<file path="src/rtl/mp_add_sequencer_pkg.sv">
// Shared constants, FSM state type and index-width helper for the multi-precision add sequencer.
package mp_add_sequencer_pkg;

   localparam int CHUNK_W = 64;
   localparam int HALF_W  = 32;

   typedef enum logic [1:0] {
      IDLE = 2'd0,
      RUN  = 2'd1,
      DONE = 2'd2
   } state_t;

   function automatic int idx_w(input int chunks);
      return (chunks <= 1) ? 1 : $clog2(chunks);
   endfunction

endpackage

</file>
<file path="src/rtl/add64_slice.sv">
// Combinational 64-bit adder made of two 32-bit halves; the low-half carry ripples into the high half.
module add64_slice
   import mp_add_sequencer_pkg::*;
(
   input  logic [CHUNK_W-1:0] a,
   input  logic [CHUNK_W-1:0] b,
   input  logic               cin,
   output logic [CHUNK_W-1:0] sum,
   output logic               cout_lo,
   output logic               cout_hi
);

   logic [HALF_W:0] lo;
   logic [HALF_W:0] hi;

   assign lo = {1'b0, a[HALF_W-1:0]} + {1'b0, b[HALF_W-1:0]} + {{HALF_W{1'b0}}, cin};
   assign hi = {1'b0, a[CHUNK_W-1:HALF_W]} + {1'b0, b[CHUNK_W-1:HALF_W]} + {{HALF_W{1'b0}}, lo[HALF_W]};

   assign sum     = {hi[HALF_W-1:0], lo[HALF_W-1:0]};
   assign cout_lo = lo[HALF_W];
   assign cout_hi = hi[HALF_W];

endmodule

</file>
<file path="src/rtl/mp_add_sequencer.sv">
// Two-requester round-robin sequencer that adds 64*CHUNKS-bit operands one 64-bit chunk per cycle.
// Handshakes: a transfer happens on a rising edge where both valid and ready are high.
module mp_add_sequencer
   import mp_add_sequencer_pkg::*;
#(
   parameter int CHUNKS = 4
)(
   input  logic                      clk,
   input  logic                      resetn,
   input  logic                      req0_valid,
   output logic                      req0_ready,
   input  logic [CHUNK_W*CHUNKS-1:0] req0_a,
   input  logic [CHUNK_W*CHUNKS-1:0] req0_b,
   input  logic                      req0_cin,
   input  logic                      req1_valid,
   output logic                      req1_ready,
   input  logic [CHUNK_W*CHUNKS-1:0] req1_a,
   input  logic [CHUNK_W*CHUNKS-1:0] req1_b,
   input  logic                      req1_cin,
   output logic                      rsp_valid,
   input  logic                      rsp_ready,
   output logic                      rsp_id,
   output logic [CHUNK_W*CHUNKS-1:0] rsp_sum,
   output logic                      rsp_cout,
   output logic                      busy,
   output state_t                    dbg_state
);

   localparam int W  = CHUNK_W * CHUNKS;
   localparam int KW = idx_w(CHUNKS);
   localparam logic [KW-1:0] K_LAST = KW'(CHUNKS - 1);

   state_t          state;
   logic [KW-1:0]   k;
   logic            carry;
   logic            last_grant;
   logic            id_q;
   logic [W-1:0]    a_q;
   logic [W-1:0]    b_q;
   logic [W-1:0]    sum_q;
   logic            gnt0;
   logic            gnt1;
   logic [CHUNK_W-1:0] chunk_a;
   logic [CHUNK_W-1:0] chunk_b;
   logic [CHUNK_W-1:0] chunk_sum;
   logic            chunk_cout_lo;
   logic            chunk_cout_hi;

   // Tie goes to the requester that was not served last.
   always_comb begin
      gnt0 = 1'b0;
      gnt1 = 1'b0;
      if (state == IDLE && resetn) begin
         if (req0_valid && (!req1_valid || last_grant)) begin
            gnt0 = 1'b1;
         end else if (req1_valid) begin
            gnt1 = 1'b1;
         end
      end
   end

   assign req0_ready = gnt0;
   assign req1_ready = gnt1;

   assign chunk_a = a_q[CHUNK_W*k +: CHUNK_W];
   assign chunk_b = b_q[CHUNK_W*k +: CHUNK_W];

   add64_slice u_slice (
      .a       (chunk_a),
      .b       (chunk_b),
      .cin     (carry),
      .sum     (chunk_sum),
      .cout_lo (chunk_cout_lo),
      .cout_hi (chunk_cout_hi)
   );

   always_ff @(posedge clk or negedge resetn) begin
      if (!resetn) begin
         state      <= IDLE;
         k          <= '0;
         carry      <= 1'b0;
         last_grant <= 1'b1;
         id_q       <= 1'b0;
         a_q        <= '0;
         b_q        <= '0;
         sum_q      <= '0;
         rsp_valid  <= 1'b0;
         rsp_cout   <= 1'b0;
         busy       <= 1'b0;
      end else begin
         case (state)
            IDLE: begin
               if (gnt0 || gnt1) begin
                  a_q   <= gnt1 ? req1_a   : req0_a;
                  b_q   <= gnt1 ? req1_b   : req0_b;
                  carry <= gnt1 ? req1_cin : req0_cin;
                  id_q  <= gnt1;
                  k     <= '0;
                  busy  <= 1'b1;
                  state <= RUN;
               end
            end
            RUN: begin
               sum_q[CHUNK_W*k +: CHUNK_W] <= chunk_sum;
               carry <= chunk_cout_hi;
               if (k == K_LAST) begin
                  k         <= '0;
                  rsp_cout  <= chunk_cout_hi;
                  rsp_valid <= 1'b1;
                  state     <= DONE;
               end else begin
                  k <= k + 1'b1;
               end
            end
            DONE: begin
               if (rsp_ready) begin
                  last_grant <= id_q;
                  rsp_valid  <= 1'b0;
                  busy       <= 1'b0;
                  state      <= IDLE;
               end
            end
            default: state <= IDLE;
         endcase
      end
   end

   assign rsp_id    = id_q;
   assign rsp_sum   = sum_q;
   assign dbg_state = state;

endmodule

</file>
<file path="config.mk">
export PLATFORM = sky130hd
export DESIGN_NAME = mp_add_sequencer
export DESIGN_NICKNAME = d
export VERILOG_FILES = /design/src/rtl/mp_add_sequencer_pkg.sv /design/src/rtl/add64_slice.sv /design/src/rtl/mp_add_sequencer.sv
export SDC_FILE = /design/constraint.sdc
export NUM_CORES = 2
export LEC_CHECK = 0
export ABC_AREA = 1
export BUFFER_PORTS_ARGS = -buffer_cell sky130_fd_sc_hd__buf_4
export CAP_MARGIN = 5
export CORE_AREA = 3 3 496 498
export DETAILED_ROUTE_END_ITERATION = 8
export DIE_AREA = 0 0 499 501
export PLACE_DENSITY = 0.39
export SETUP_SLACK_MARGIN = 0.4
export SLEW_MARGIN = 20
export SYNTH_ARGS = -nofsm -noshare
export SYNTH_HDL_FRONTEND = slang
export SYNTH_SLANG_ARGS = --single-unit
</file>
<file path="constraint.sdc">
create_clock -name clk -period 7.2 [get_ports clk]
set_input_delay 0 -clock clk [delete_from_list [all_inputs] [get_ports clk]]
set_output_delay 0 -clock clk [all_outputs]
set_load 0.005 [all_outputs]
</file>
==> flow_summary_export.csv <==
group,metric,value,unit
hold_path,min_path_type,"in -> reg",
power_and_ir_drop,power_density,518.1,nW/µm²
route,viasPerCell,4.489,
layout,layout_common_cells,"nand2_1, dlygate4sd3_1, buf_4",
clocking,cts_sinks,778,
clocking,post_cts_buffers,0,
floorplan,initial_core_util,17.10,%
sta,fin_tns_setup,0,ns
logic_synthesis,syn_area,41480,µm²
floorplan,die_h,501,µm
place,gp_congestion,0.9158,
global_routing,grt_pass1_vias,53014,
layout,multi_input_area,19300,µm²
sta,fmax,0.1673,GHz
route,wirelength,293.2,mm
route,drc,0,
sta,period_needed,5.977,ns
setup_path,cp.required,7.77,ns
setup_path,critPathKind,"reg -> reg",
sta,drv_slew,0,
route,first_iter_violations,3781,
clocking,numCtsBuffers,103,
global_routing,grt_remaining_overflow,0,
power_and_ir_drop,irDropWorstVdd,0.0004152,V
status,status,"complete, no violations",
sta,slew_headroom,14.40,%
logic_synthesis,avgSynthCellArea,7.327,µm²
layout,final_layout_size_suffix_gt1_share,18.65,%
logic_synthesis,synth_fp_nets,6764,
sta,setup-violations-final,0,
place,portBuffers,1294,
sta,hold_violations,0,
route,drtPass1Iterations,6,
logic_synthesis,synth_cell_types,38,
clocking,cts_resized,0,
layout,nNetsFinal,9327,
clocking,htreeDepth,3,
clocking,clock_latency,0.76,ns
logic_synthesis,ys_ff_latch,778,
global_routing,grt_first_pass_wirelength,408.6,mm
clocking,cts.path.max_buffers,3,
floorplan,fp-row-count,181,
place,dp_hpwl,225.3,mm
setup_path,critPathMaxFanout,75,
logic_synthesis,yosysSeqAreaShare,46.94,%
sta,rsz0062_at_grt,"no",
logic_synthesis,synth_warnings,0,
layout,area_delta_synth_final,75.36,%
logic_synthesis,netlist_instances,5661,
global_routing,grt_antenna_before_repair,121,
floorplan,die-area,250000,µm²
route,drt.antenna.violating_nets,0,
setup_path,endpoint_kind,"flop",
route,vias,51926,
power_and_ir_drop,leakage,35.01,nW
sta,whs,0.08771,ns
clocking,cts_root_buf,"clkbuf_16",
layout,nFillCells,26450,
floorplan,ios,1295,
setup_path,regToRegSetupSlack,1.22,ns
clocking,cts_tree,"yes",
sta,tightest_slew,1.284,ns
run,maxCapViolCount,0,
layout,layout_commonest_cell,"nand2_1",
sta,finClkSkew,0.03830,ns
clocking,clk_pin_slew,0.06,ns
global_routing,grt_max_degree,186,
sta,period_share,83.01,%
floorplan,die_x,499,µm
global_routing,grt_util_all_layers,22.67,%
layout,seq_area,19480,µm²
floorplan,coreArea,242500,µm²
place,place_ws,1.148,ns
route,avgRoutedWirePerCell,25.35,µm
setup_path,critPathLaunchType,"flop",
layout,utilization,29.99,%
setup_path,crit_arrival,6.55,ns
sta,worst_slack,1.223,ns
per-layer routing:
layer  part of all wire [%]  track usage [%]  routed length, µm
met5                   0.12                0                356
met4                    3.4            6.593               9834
met3                    6.4            4.732              18910
met2                     45            36.08             131700
met1                     45            30.83             132400
path summary, 6_finish.rpt:
check | cells after the start | start | to
max in group asynchronous | 6 | resetn | a_q[221]
min in group asynchronous | 4 | resetn | rsp_sum[219]
worst max register to register | 24 | k[1] | rsp_sum[236]
worst min-delay path | 4 | req0_a[140] | a_q[140]
worst min register to register | 2 | rsp_sum[147] | rsp_sum[147]
worst max-delay path | 24 | k[1] | rsp_sum[236]
critical path: stages (launching register included):
cell and delay (ns):
dfrtp_4 0.59, inv_6 0.28, buf_4 0.70, o21ai_0 0.23, o22ai_1 0.20, ha_1 0.32
a21oi_1 0.23, and2_1 0.16, nand2_1 0.06, a21oi_1 0.23, nand2_1 0.13, nand4_1 0.09
nand3_1 0.18, fa_1 0.70, inv_1 0.17, fa_1 0.23, inv_1 0.08, nand3_1 0.07
nand2_1 0.12, nand3_1 0.09, nand3_1 0.19, xnor2_1 0.39, inv_1 0.08, nand3_1 0.09
o21ai_0 0.10
power by group:
part	leakage, nW	internal [mW]	switching [mW]	total [mW]
logic	23.6	8.04	16.3	24.3
registers	9.76	6.24	1.74	7.99
clock network	1.70	3.17	2.24	5.41
flip-flops by register name (all words and copies together), names as in the netlist:
name and count:
b_q 256, k 2, rsp_sum 256, carry 1, dbg_state 2, rsp_valid 1
last_grant 1, a_q 256, rsp_id 1, rsp_cout 1, busy 1
repair_timing:
| action | in CTS | in global routing |
|---|---|---|
| setup endpoints to repair | 0 | 0 |
| endpoints found under the hold margin | 698 | 0 |
| hold buffers | 1486 | 0 |
per-stage QoR:
stage / power, mW / instance area (µm²) / std cells
2_1_floorplan: 17.89 / 41480 / 5661
6_report: 37.69 / 72740 / 11568
5_1_grt: 40.40 / 72670 / 11541
3_5_place_dp: 29.49 / 54210 / 9835
4_1_cts: 37.91 / 72580 / 11507
3_3_place_gp: 29.45 / 54200 / 9835
Yosys cell counts (all sizes together):
cell type,instances,area [µm²]
clkbuf,175,656.9
nand3,140,710.7
fa,4,80.08
a21oi,521,2608
a32oi,4,35.03
a32o,2,20.02
or2,2,12.51
a22o,29,254.0
o21ai,808,4048
nand2b,4,25.02
dfrtp,777,19440
nor3,13,70.07
buf,206,1036
nor4,1,21.27
nand4,55,344.1
xnor2,15,131.4
o211ai,1,7.510
nor2,840,3171
o31ai,2,15.01
ha,68,850.8
o22ai,128,800.8
nand2,1543,5792
o21bai,4,30.03
xor2,15,131.4
and2,2,12.51
dfstp,1,26.28
inv,295,1107
a21o,2,15.01
and3,4,25.02
layout make-up:
cell class	count	area share [%]
clock inverter	24	0.4644
clock buffer	162	4.319
tap	3202	5.508
multi-input combinational	4207	26.53
sequential	778	26.78
antenna	61	0.2099
timing repair buffer	2839	34.64
inverter	295	1.553
logic make-up (layout without fill, tap and decap cells):
kind of cell / count (synthesis) / count (layout) / share of synthesized area [%]
and+or+nand+nor: 2604 / 2604 / 24.55
AOI/OAI and AO/OA: 1501 / 1501 / 18.88
DFF: 778 / 778 / 46.94
buffers and inverters: 676 / 3320 / 6.751
adders and majority gates: 72 / 72 / 2.244
xor gates and xnor gates: 30 / 30 / 0.6335
other: 0 / 61 / 0
Power figures use the tool's default switching activity.
